**src/rtl/rose_window_ctrl.sv**
```systemverilog
`default_nettype none
// ============================================================================
// Module   : rose_window_ctrl
// Brief    : Attempt sequencer for start |-> ##[MIN_DLY:MAX_DLY] $rose(signal_in).
//            Accepts one attempt at a time, opens the rose window between
//            offsets MIN_DLY and MAX_DLY and issues one-cycle pass/fail pulses.
// Options  : ROSE_WIN_DROP_CNT_EN - when defined, drop_cnt counts starts that
//            arrive while an attempt is running (saturating at 255).
// Revision : 1.0 - initial release
// ============================================================================
module rose_window_ctrl #(
  parameter int MIN_DLY = 1,
  parameter int MAX_DLY = 4,
  parameter int CNT_W   = $clog2(MAX_DLY + 1)
) (
  input  logic       clk,
  input  logic       rst_n,
  input  logic       en,
  input  logic       start,
  input  logic       abort,
  input  logic       signal_in,
  output logic       busy,
  output logic       arm,
  output logic       pass,
  output logic       fail,
  output logic [7:0] drop_cnt
);

  typedef enum logic [1:0] {
    ST_IDLE   = 2'd0,
    ST_WAIT   = 2'd1,
    ST_WINDOW = 2'd2
  } state_t;

  localparam logic [CNT_W-1:0] C_ONE    = CNT_W'(1);
  localparam logic [CNT_W-1:0] C_MIN_M1 = CNT_W'(MIN_DLY - 1);
  localparam logic [CNT_W-1:0] C_MAX    = CNT_W'(MAX_DLY);

  state_t           r_state;
  state_t           w_state_nxt;
  logic [CNT_W-1:0] r_cnt;
  logic [CNT_W-1:0] w_cnt_nxt;
  logic             r_prev_q;
  logic             w_rose;
  logic             w_accept;
  logic             w_pass_nxt;
  logic             w_fail_nxt;

  // A rose is a 0 at the previous edge followed by a 1 at this edge.
  assign w_rose   = signal_in & ~r_prev_q;
  // busy is high exactly when the FSM is out of IDLE, so a start on the
  // verdict edge is still rejected.
  assign w_accept = start & en & ~busy;

  // Edge-history register, sampled every edge regardless of state.
  always_ff @(posedge clk or negedge rst_n) begin
    if (!rst_n) r_prev_q <= 1'b0;
    else        r_prev_q <= signal_in;
  end

  // State, offset counter and registered outputs.
  always_ff @(posedge clk or negedge rst_n) begin
    if (!rst_n) begin
      r_state <= ST_IDLE;
      r_cnt   <= '0;
      busy    <= 1'b0;
      arm     <= 1'b0;
      pass    <= 1'b0;
      fail    <= 1'b0;
    end else begin
      r_state <= w_state_nxt;
      r_cnt   <= w_cnt_nxt;
      busy    <= (w_state_nxt != ST_IDLE);
      arm     <= (w_state_nxt == ST_WINDOW);
      pass    <= w_pass_nxt;
      fail    <= w_fail_nxt;
    end
  end

  // Next-state, counter and verdict decode; abort outranks rose and timeout.
  always_comb begin
    w_state_nxt = r_state;
    w_cnt_nxt   = r_cnt;
    w_pass_nxt  = 1'b0;
    w_fail_nxt  = 1'b0;
    case (r_state)
      ST_IDLE: begin
        if (w_accept) begin
          w_cnt_nxt   = C_ONE;
          w_state_nxt = (MIN_DLY > 1) ? ST_WAIT : ST_WINDOW;
        end
      end
      ST_WAIT: begin
        if (abort) begin
          w_state_nxt = ST_IDLE;
        end else begin
          w_cnt_nxt = r_cnt + C_ONE;
          if (r_cnt == C_MIN_M1) w_state_nxt = ST_WINDOW;
        end
      end
      ST_WINDOW: begin
        if (abort) begin
          w_state_nxt = ST_IDLE;
        end else if (w_rose) begin
          w_pass_nxt  = 1'b1;
          w_state_nxt = ST_IDLE;
        end else if (r_cnt == C_MAX) begin
          w_fail_nxt  = 1'b1;
          w_state_nxt = ST_IDLE;
        end else begin
          w_cnt_nxt = r_cnt + C_ONE;
        end
      end
      default: begin
        w_state_nxt = ST_IDLE;
      end
    endcase
  end

`ifdef ROSE_WIN_DROP_CNT_EN
  // Count starts rejected because an attempt is running; sticks at 255.
  always_ff @(posedge clk or negedge rst_n) begin
    if (!rst_n) begin
      drop_cnt <= 8'd0;
    end else if (start && en && busy && (drop_cnt != 8'hFF)) begin
      drop_cnt <= drop_cnt + 8'd1;
    end
  end
`else
  assign drop_cnt = 8'd0;
`endif

endmodule
`default_nettype wire

```
**config.mk**
```make
export PLATFORM = sky130hd
export DESIGN_NAME = rose_window_ctrl
export DESIGN_NICKNAME = d
export VERILOG_FILES = /design/src/rtl/rose_window_ctrl.sv
export SDC_FILE = /design/constraint.sdc
export NUM_CORES = 1
export LEC_CHECK = 0
export ABC_AREA = 1
export CAP_MARGIN = 25
export CORE_AREA = 4 4 54 56
export DETAILED_ROUTE_END_ITERATION = 10
export DIE_AREA = 0 0 58 60
export GPL_TIMING_DRIVEN = 0
export PLACE_DENSITY = 0.62
export SYNTH_ARGS = -nofsm -noshare
export SYNTH_HDL_FRONTEND = slang
export SYNTH_SLANG_ARGS = --single-unit
```
**constraint.sdc**
```tcl
create_clock -name clk -period 2.3 [get_ports clk]
set_clock_uncertainty 0.15 [all_clocks]
set_input_delay 0.345 -clock clk [delete_from_list [all_inputs] [get_ports clk]]
set_output_delay 0.345 -clock clk [all_outputs]
set_load 0.005 [all_outputs]
```
==> flow_metrics.tcl, run 1 <==
set metrics [dict create \
    yosysSeqAreaShare_pct 35.5 \
    cap_violations 0 \
    area_growth_syn_to_layout_pct 25.0 \
    min_period_ns 1.70 \
    dpl.cell_count 139 \
    synth-simple-area-share_pct 29.8 \
    drive_gt1_share_pct 16.1 \
    avgRoutedWirePerCell_um 8.96 \
    start_util_pct 29.0 \
    min_path_type "in2async" \
    syn_inst 93 \
    layout.nets 127 \
    drt-total-wl_mm 1.27 \
    synth_area_leaders "dfrtp_1, ha_1, nand2_1" \
    cts_hold_buffers 0 \
    path_class "reg2reg" \
    dp_hpwl_mm 1.05 \
    drtPass1Iterations 2 \
    p_leak_nw 0.488 \
    fp.dieW_um 58 \
    synth_top_area_cell "dfrtp_1" \
    postCtsResizedCells 0 \
    finalHoldViolCount 0 \
    synth_area_per_cell_um2 7.59 \
    rrSetupSlack_ns 0.60 \
    grt_pass1_wl_mm 2.35 \
    insertion_delay_ns 0.26 \
    multi_input_area_um2 354 \
    vias 573 \
    rsz0062_at_grt "false" \
    path_common_cell "nand2_1" \
    maxSlewViolCount 0 \
    track_usage_pct 9.12 \
    crit_family "flip-flops" \
    setup_violations 0 \
    power-per-cell-area_mw_per_mm2 777 \
    clkSinkCount 10 \
    cts.clk_slew.worst_paths_ns 0.07 \
    met1Wirelength_um 546 \
    max_freq_ghz 0.590 \
    routed-wl-met3_um 85 \
    crit_path_start_kind "flop" \
    portBuffers 9 \
    ys_ff_latch 10 \
    core_mm2 0.00243 \
    synth_top_area_share_pct 35.5 \
    endpoint_kind "flop" \
    cp_cell_sequence "inv_1, ha_1, nand3_1, nand2_1, a21oi_2, nand2_2, nand2_1, nand2_1" \
    antenna_found_initial 0 \
    hold_slack_ns 0.259 \
    overflow 0 \
    layout_setup_ws_ns 0.604 \
    post-route-util_pct 36.3 \
    routabilityCongestion 0.845 \
    route.met2.wl_um 612 \
    synthAdderAreaFrac_pct 12.4 \
    seqCellArea_um2 250 \
    critical_path.max_fanout 8 \
    ys_warn_count 0 \
    r2r_end "r_cnt[1]$_DFFE_PN0P_" \
    drtIter0Drc 6 \
    post-place-ws_ns 0.557 \
    maxUsedRoutingLayer "met4" \
    cts.htree.levels 1 \
    worstPathRequired_ns 2.31 \
    status "complete, no violations" \
    die_y_um 60 \
    antenna_left 0 \
    fin_setup_tns_ns 0 \
    cts_buffers 3 \
    finalNonFillerCells 142 \
    peakVddDrop_mv 0.304 \
    cts_tree "yes" \
    period_share_pct 73.7 \
    vias_per_cell 4.04 \
    syn_area_um2 706 \
    post_cts_buffers 0 \
    cts-root-buf "clkbuf_4" \
    rr_startpoint "r_state[0]$_DFF_PN0_" \
    synth_compound_area_share_pct 2.48 \
    io_pins 18 \
    grt_pass1_vias 575 \
    clock_path_buffers 2 \
    synth_cell_types 16 \
    crit_slowest_cell "dfrtp_1" \
    synth-xor-area-share_pct 1.24 \
    critical_path_arrival_ns 1.70 \
    drc 0 \
    r2r_cells 8 \
    antennaDiodeCount 0 \
    critical_path.max_stage_delay_ns 0.48 \
    muxShareOfSynthArea_pct 0 \
    cp.buffers_inverters 1 \
    core.rowCount 18 \
    grt_max_degree 11 \
    fillCellCount 266 \
    die_area_mm2 0.00348 \
    synth_top_family_by_area "simple AND/OR/NAND/NOR gates" \
]
[cell usage in the layout, fill, tap and decap left out]
| cell | count |
|---|---|
| dfrtp_1 | 10 |
| nor3_1 | 1 |
| clkdlybuf4s50_1 | 9 |
| inv_2 | 1 |
| conb_1 | 8 |
| ha_1 | 7 |
| inv_1 | 17 |
| nand3_2 | 2 |
| nand2_1 | 19 |
| nand4_1 | 2 |
| nand2_2 | 2 |
| clkbuf_4 | 3 |
| nor2_1 | 9 |
| nand3_1 | 11 |
| buf_4 | 8 |
| xnor2_1 | 1 |
| a21oi_2 | 1 |
| o21ai_2 | 1 |
[cell families after synthesis]
group,count (synthesis)
other cells,1
buf+inv,26
compound gates,2
simple gates,46
flops,10
fa+ha+maj,7
xor+xnor,1
[flip-flops by register name, summed over array words and instances, names as in the netlist]
register	cells
fail	1
arm	1
r_state	2
r_prev_q	1
pass	1
busy	1
r_cnt	3
[through the flow]
stage | cell area [µm²] | power (W)
6_report | 882 | 0.000685
5_1_grt | 882 | 0.000759
4_1_cts | 882 | 0.000695
3_5_place_dp | 860 | 0.000570
3_3_place_gp | 860 | 0.000563
2_1_floorplan | 732 | 0.000478
[layout make-up]
cell class,instances,share of cell area (%)
multi-input cells,64,40.1
flip-flops and latches,10,28.4
repair buffers,9,10.2
inverters,18,7.66
plain buffers,8,6.81
well taps,30,4.26
clock buffers,3,2.55
[worst max-delay path by stage]
| stage | cells after the start | slack (ns) | end | startpoint |
|---|---|---|---|---|
| after global routing | 8 | 0.50 | r_cnt[1]$_DFFE_PN0P_ | r_state[0]$_DFF_PN0_ |
| after floorplan | 8 | 0.82 | r_cnt[2]$_DFFE_PN0P_ | r_state[0]$_DFF_PN0_ |
| after detailed placement | 6 | 0.56 | r_cnt[1]$_DFFE_PN0P_ | start |
| final | 8 | 0.60 | r_cnt[1]$_DFFE_PN0P_ | r_state[0]$_DFF_PN0_ |
| after CTS | 8 | 0.61 | r_cnt[1]$_DFFE_PN0P_ | r_state[0]$_DFF_PN0_ |
| after global placement | 6 | 0.59 | r_cnt[1]$_DFFE_PN0P_ | start |
[Yosys cell counts]
cell type  instances
nand2_1           19
inv_1             17
nand3_1           11
dfrtp_1           10
nor2_1             9
buf_4              8
ha_1               7
nand2_2            2
nand3_2            2
nand4_1            2
a21oi_2            1
conb_1             1
inv_2              1
nor3_1             1
o21ai_2            1
xnor2_1            1
[report_power, final]
| group | leakage (nW) | switching, W | total [W] | internal, W |
|---|---|---|---|---|
| combinational | 0.344 | 0.000174 | 0.000313 | 0.000139 |
| clock | 0.0138 | 0.0000591 | 0.000119 | 0.0000603 |
| sequential | 0.130 | 0.0000344 | 0.000253 | 0.000219 |
[layer usage]
layer  GRT usage, %  vias to the layer above
li1               -                      309
met4           6.95                        0
met1           9.79                      249
met5              0                        -
met2           14.8                       13
met3           3.02                        2
Note: power is estimated with default switching activity, not from simulation.
==> run 2, diff against run 1 <==
==> constraint.sdc (replaced) <==
create_clock -name clk -period 1.6 [get_ports clk]
set_clock_uncertainty 0.15 [all_clocks]
set_input_delay 0.24 -clock clk [delete_from_list [all_inputs] [get_ports clk]]
set_output_delay 0.24 -clock clk [all_outputs]
set_load 0.005 [all_outputs]
==> run 2 against run 1 <==
Non-clock buffer count increased by 5; critical path depth unchanged; clock-buffer cell count is the same; global-route usage rose by 0.23 points; via count rose by 4.5%; final cell count grew 3.5%; flip-flop and latch count unchanged; first-iteration DRC count grew 33%; largest cell class unchanged; largest power group unchanged; highest routed layer unchanged.
==> flow_metrics.tcl, run 2 (synthesized netlist as in run 1, its figures left out) <==
set metrics [dict create \
    status "complete, no violations" \
    power-per-cell-area_mw_per_mm2 1130 \
    start_util_pct 29.0 \
    cts.htree.levels 1 \
    fp.dieW_um 58 \
    grt_pass1_vias 583 \
    combPwrFrac_pct 49.3 \
    path_class "reg2reg" \
    die_area_mm2 0.00348 \
    layout.nets 132 \
    crit_family "simple AND/OR/NAND/NOR gates" \
    endpoint_kind "flop" \
    antennaDiodeCount 0 \
    drt-total-wl_mm 1.43 \
    maxUsedRoutingLayer "met4" \
    clkSinkCount 10 \
    path_common_cell "nor2_1" \
    core.rowCount 18 \
    power_w 0.00106 \
    maxSlewViolCount 0 \
    dpl.cell_count 139 \
    max_freq_ghz 0.663 \
    power_frac_seq_pct 34.1 \
    clock_path_buffers 2 \
    critical_path_arrival_ns 1.55 \
    p_leak_nw 0.513 \
    cts-root-buf "clkbuf_4" \
    track_usage_pct 9.35 \
    drtPass1Iterations 2 \
    finalNonFillerCells 147 \
    crit_path_start_kind "flop" \
    routed-wl-met3_um 87 \
    internal_power_w 0.000644 \
    top_register "r_cnt" \
    peakVddDrop_mv 0.436 \
    cts_tree "yes" \
    vias_per_cell 4.07 \
    die_y_um 60 \
    drc 0 \
    period_share_pct 94.3 \
    critical_path.max_stage_delay_ns 0.45 \
    netSwitchingPower_w 0.000414 \
    routabilityCongestion 0.845 \
    worstPathRequired_ns 1.65 \
    hold_slack_ns 0.151 \
    io_pins 18 \
    antenna_found_initial 0 \
    avgRoutedWirePerCell_um 9.73 \
    min_path_type "in2async" \
    crit_slowest_cell "dfrtp_2" \
    post-route-util_pct 38.6 \
    met1Wirelength_um 582 \
    top_regs "r_cnt (3), r_state (2)" \
    drive_gt1_share_pct 24.8 \
    overflow 0 \
    largest_register_ffs 3 \
    swShare_pct 39.1 \
    core_mm2 0.00243 \
    route.met2.wl_um 721 \
    power_frac_clock_pct 16.6 \
    final_area_um2 938 \
    mostFrequentLayoutCell "nand2_1" \
    critical_path.max_fanout 5 \
    portBuffers 9 \
    insertion_delay_ns 0.26 \
    final_cell_mix "nand2_1, inv_1, buf_4, nand3_1" \
    dpl_cell_area_um2 860 \
    dp_hpwl_mm 1.05 \
    min_period_ns 1.51 \
    vias 599 \
    finalHoldViolCount 0 \
    cp_cell_sequence "inv_2, ha_2, inv_1, nor2_1, nand3_1, nand2_1, nand3_2, nor2_1" \
    drtIter0Drc 8 \
    cap_violations 0 \
    antenna_left 0 \
    area_growth_syn_to_layout_pct 33.0 \
    cp.buffers_inverters 2 \
    grt_max_degree 11 \
    cts_buffers 3 \
    setup_violations 0 \
    cts.clk_slew.worst_paths_ns 0.07 \
    grt_pass1_wl_mm 2.41 \
]
-- run 2: final timing paths --
check / slack, ns / end / cells past startpoint / start
worst max-delay path: 0.09 / arm$_DFF_PN0_ / 8 / r_state[0]$_DFF_PN0_
worst min-delay path: 0.15 / r_cnt[0]$_DFFE_PN0P_ / 1 / rst_n
worst max register to register: 0.09 / arm$_DFF_PN0_ / 8 / r_state[0]$_DFF_PN0_
worst min register to register: 0.37 / r_cnt[0]$_DFFE_PN0P_ / 2 / r_cnt[0]$_DFFE_PN0P_
max in group asynchronous: 0.80 / r_state[0]$_DFF_PN0_ / 1 / rst_n
min in group clk: 0.34 / r_prev_q$_DFF_PN0_ / 1 / signal_in
-- run 2: final cells by class --
cell class | instances | area, µm²
buffer | 8 | 60.1
timing repair buffer | 14 | 128
tap | 30 | 37.5
fill | 266 | 1490
sequential | 10 | 251
inverter | 18 | 67.6
multi-input combinational | 64 | 372
clock buffer | 3 | 22.5
-- run 2: what timing repair did --
| action | in CTS | in global routing |
|---|---|---|
| hold buffers | 0 | 0 |
| resized for setup | 2 | 5 |
| buffers inserted | 0 | 5 |
| endpoints found under the setup margin | 3 | 7 |
| pin swaps | 0 | 2 |
| endpoints found under the hold margin | 0 | 0 |
-- run 2: power by group through the flow --
stage	Sequential, W	Combinational [W]	Clock [W]
final	0.000361	0.000522	0.000175
after global routing	0.000371	0.000596	0.000199
after CTS	0.000363	0.000466	0.000182
after detailed placement	0.000368	0.000452	0
after global placement	0.000365	0.000445	0
after floorplan	0.000362	0.000325	0
-- run 2: stage by stage --
stage	TNS (ns)	setup WS (ns)
final	0	0.0911
after global routing	-0.0312	-0.0215
after CTS	0	0.00971
after detailed placement	-0.201	-0.0751
after global placement	-0.0832	-0.0314
after floorplan	0	0.122
-- run 2: layer usage --
metal,up-vias,GRT usage [%]
met1,261,10.1
met5,-,0
met3,4,3.02
li1,319,-
met2,15,15.3
met4,0,6.95
==> run 3, diff against run 2 <==
==> constraint.sdc (replaced) <==
create_clock -name clk -period 1.66 [get_ports clk]
set_clock_uncertainty 0.15 [all_clocks]
set_input_delay 0.249 -clock clk [delete_from_list [all_inputs] [get_ports clk]]
set_output_delay 0.249 -clock clk [all_outputs]
set_load 0.005 [all_outputs]
==> run 3 against run 2 <==
Wire length down 6.6%; flip-flop and latch count did not move; total power down 9.0%; register-to-register slack improved by 0.04 ns; non-clock buffer count decreased by 3; setup slack better by 0.040 ns.
==> flow_metrics.tcl, run 3 (synthesized netlist as in run 1, its figures left out) <==
set metrics [dict create \
    die_y_um 60 \
    status "complete, no violations" \
    cts_hold_buffers 0 \
    largest_register_ffs 3 \
    clkSinkCount 10 \
    top_register "r_cnt" \
    critical_path.max_stage_delay_ns 0.39 \
    min_path_type "in2async" \
    p_leak_nw 0.498 \
    crit_slowest_cell "dfrtp_1" \
    antenna_found_initial 0 \
    avgRoutedWirePerCell_um 9.28 \
    peakVddDrop_mv 0.431 \
    track_usage_pct 9.12 \
    grt_pass1_wl_mm 2.35 \
    drc 0 \
    cp_cell_sequence "inv_1, ha_1, nand3_1, nand2_1, a21oi_4, nand2_2, nand2_1, nand2_1" \
    layout.nets 129 \
    fillCellCount 263 \
    post-route-util_pct 37.3 \
    path_common_cell "nand2_1" \
    mostFrequentLayoutCell "nand2_1" \
    cts_buffers 3 \
    finalNonFillerCells 144 \
    clock_path_buffers 2 \
    min_period_ns 1.53 \
    r2r_end "r_cnt[1]$_DFFE_PN0P_" \
    endpoint_kind "flop" \
    io_pins 18 \
    drive_gt1_share_pct 19.3 \
    drtIter0Drc 7 \
    rsz0062_at_grt "false" \
    maxSlewViolCount 0 \
    antennaDiodeCount 0 \
    insertion_delay_ns 0.26 \
    grt_pass1_vias 575 \
    cts_tree "yes" \
    setup_violations 0 \
    final_area_um2 908 \
    r2r_cells 8 \
    die_area_mm2 0.00348 \
    dpl.cell_count 139 \
    critical_path_arrival_ns 1.54 \
    core.rowCount 18 \
    area_growth_syn_to_layout_pct 28.7 \
    power_w 0.000964 \
    drt-total-wl_mm 1.34 \
    period_share_pct 92.1 \
    cts.htree.levels 1 \
    vias_per_cell 4.08 \
    dp_hpwl_mm 1.05 \
    hold_slack_ns 0.161 \
    start_util_pct 29.0 \
    drtPass1Iterations 4 \
    antenna_left 0 \
    cts-root-buf "clkbuf_4" \
    overflow 0 \
    portBuffers 9 \
    routabilityCongestion 0.845 \
    rrSetupSlack_ns 0.13 \
    seqCellArea_um2 251 \
    vias 587 \
    cap_violations 0 \
    dpl_cell_area_um2 860 \
    crit_path_start_kind "flop" \
    path_class "reg2reg" \
    grt_max_degree 11 \
    rr_startpoint "r_cnt[0]$_DFFE_PN0P_" \
    multi_input_area_um2 364 \
    core_mm2 0.00243 \
    final_cell_mix "nand2_1, inv_1, nand3_1, buf_4" \
    critical_path.max_fanout 4 \
    cts.clk_slew.worst_paths_ns 0.07 \
    worstPathRequired_ns 1.67 \
    max_freq_ghz 0.654 \
    finalHoldViolCount 0 \
    top_regs "r_cnt (3), r_state (2)" \
    power-per-cell-area_mw_per_mm2 1060 \
    fp.dieW_um 58 \
]
## run 3: power breakdown
part           internal (W)  switching (W)  total, W
clock             0.0000837      0.0000833  0.000167
sequential         0.000303      0.0000471  0.000350
combinational      0.000199       0.000248  0.000447
total              0.000585       0.000379  0.000964
## run 3: worst max-delay path by stage
stage / startpoint / endpoint / slack, ns / cells after the start
after global placement: r_state[0]$_DFF_PN0_ / r_cnt[1]$_DFFE_PN0P_ / 0.03 / 8
final: r_cnt[0]$_DFFE_PN0P_ / r_cnt[1]$_DFFE_PN0P_ / 0.13 / 8
after floorplan: r_state[0]$_DFF_PN0_ / r_cnt[2]$_DFFE_PN0P_ / 0.18 / 8
after CTS: r_state[0]$_DFF_PN0_ / r_cnt[1]$_DFFE_PN0P_ / 0.04 / 8
after detailed placement: r_state[0]$_DFF_PN0_ / r_cnt[1]$_DFFE_PN0P_ / -0.02 / 8
after global routing: r_cnt[1]$_DFFE_PN0P_ / r_cnt[1]$_DFFE_PN0P_ / 0.006 / 8
## run 3: cell type report
cell class | count | area share [%]
Buffer | 8 | 6.61
Clock buffer | 3 | 2.48
Inverter | 18 | 7.44
Multi-Input combinational cell | 64 | 40.1
Sequential cell | 10 | 27.7
Tap cell | 30 | 4.13
Timing Repair Buffer | 11 | 11.6
## run 3: what timing repair did
action / 4_1_cts / 5_1_grt
cloned: 0 / 0
setup endpoints to repair: 3 / 4
gates resized for setup: 1 / 2
setup buffers: 0 / 2
## run 3: critical path: cells and delay by family, from the launching register on
| family | cells | cell delay (ns) |
|---|---|---|
| DFF | 1 | 0.39 |
| and+or+nand+nor | 5 | 0.42 |
| AOI/OAI and AO/OA | 1 | 0.17 |
| adders and majority gates | 1 | 0.23 |
| buffers and inverters | 1 | 0.06 |
## run 3: per-layer routing
layer	track usage (%)	routed length [µm]
met2	14.8	652
met1	9.79	556
met4	6.95	39
met5	0	0
met3	3.02	87
## run 3: through the flow
| step | setup WS, ns | setup TNS (ns) |
|---|---|---|
| after global placement | 0.0286 | 0 |
| after CTS | 0.0446 | 0 |
| final | 0.131 | 0 |
| after detailed placement | -0.0151 | -0.0215 |
| after floorplan | 0.182 | 0 |
| after global routing | 0.00626 | 0 |
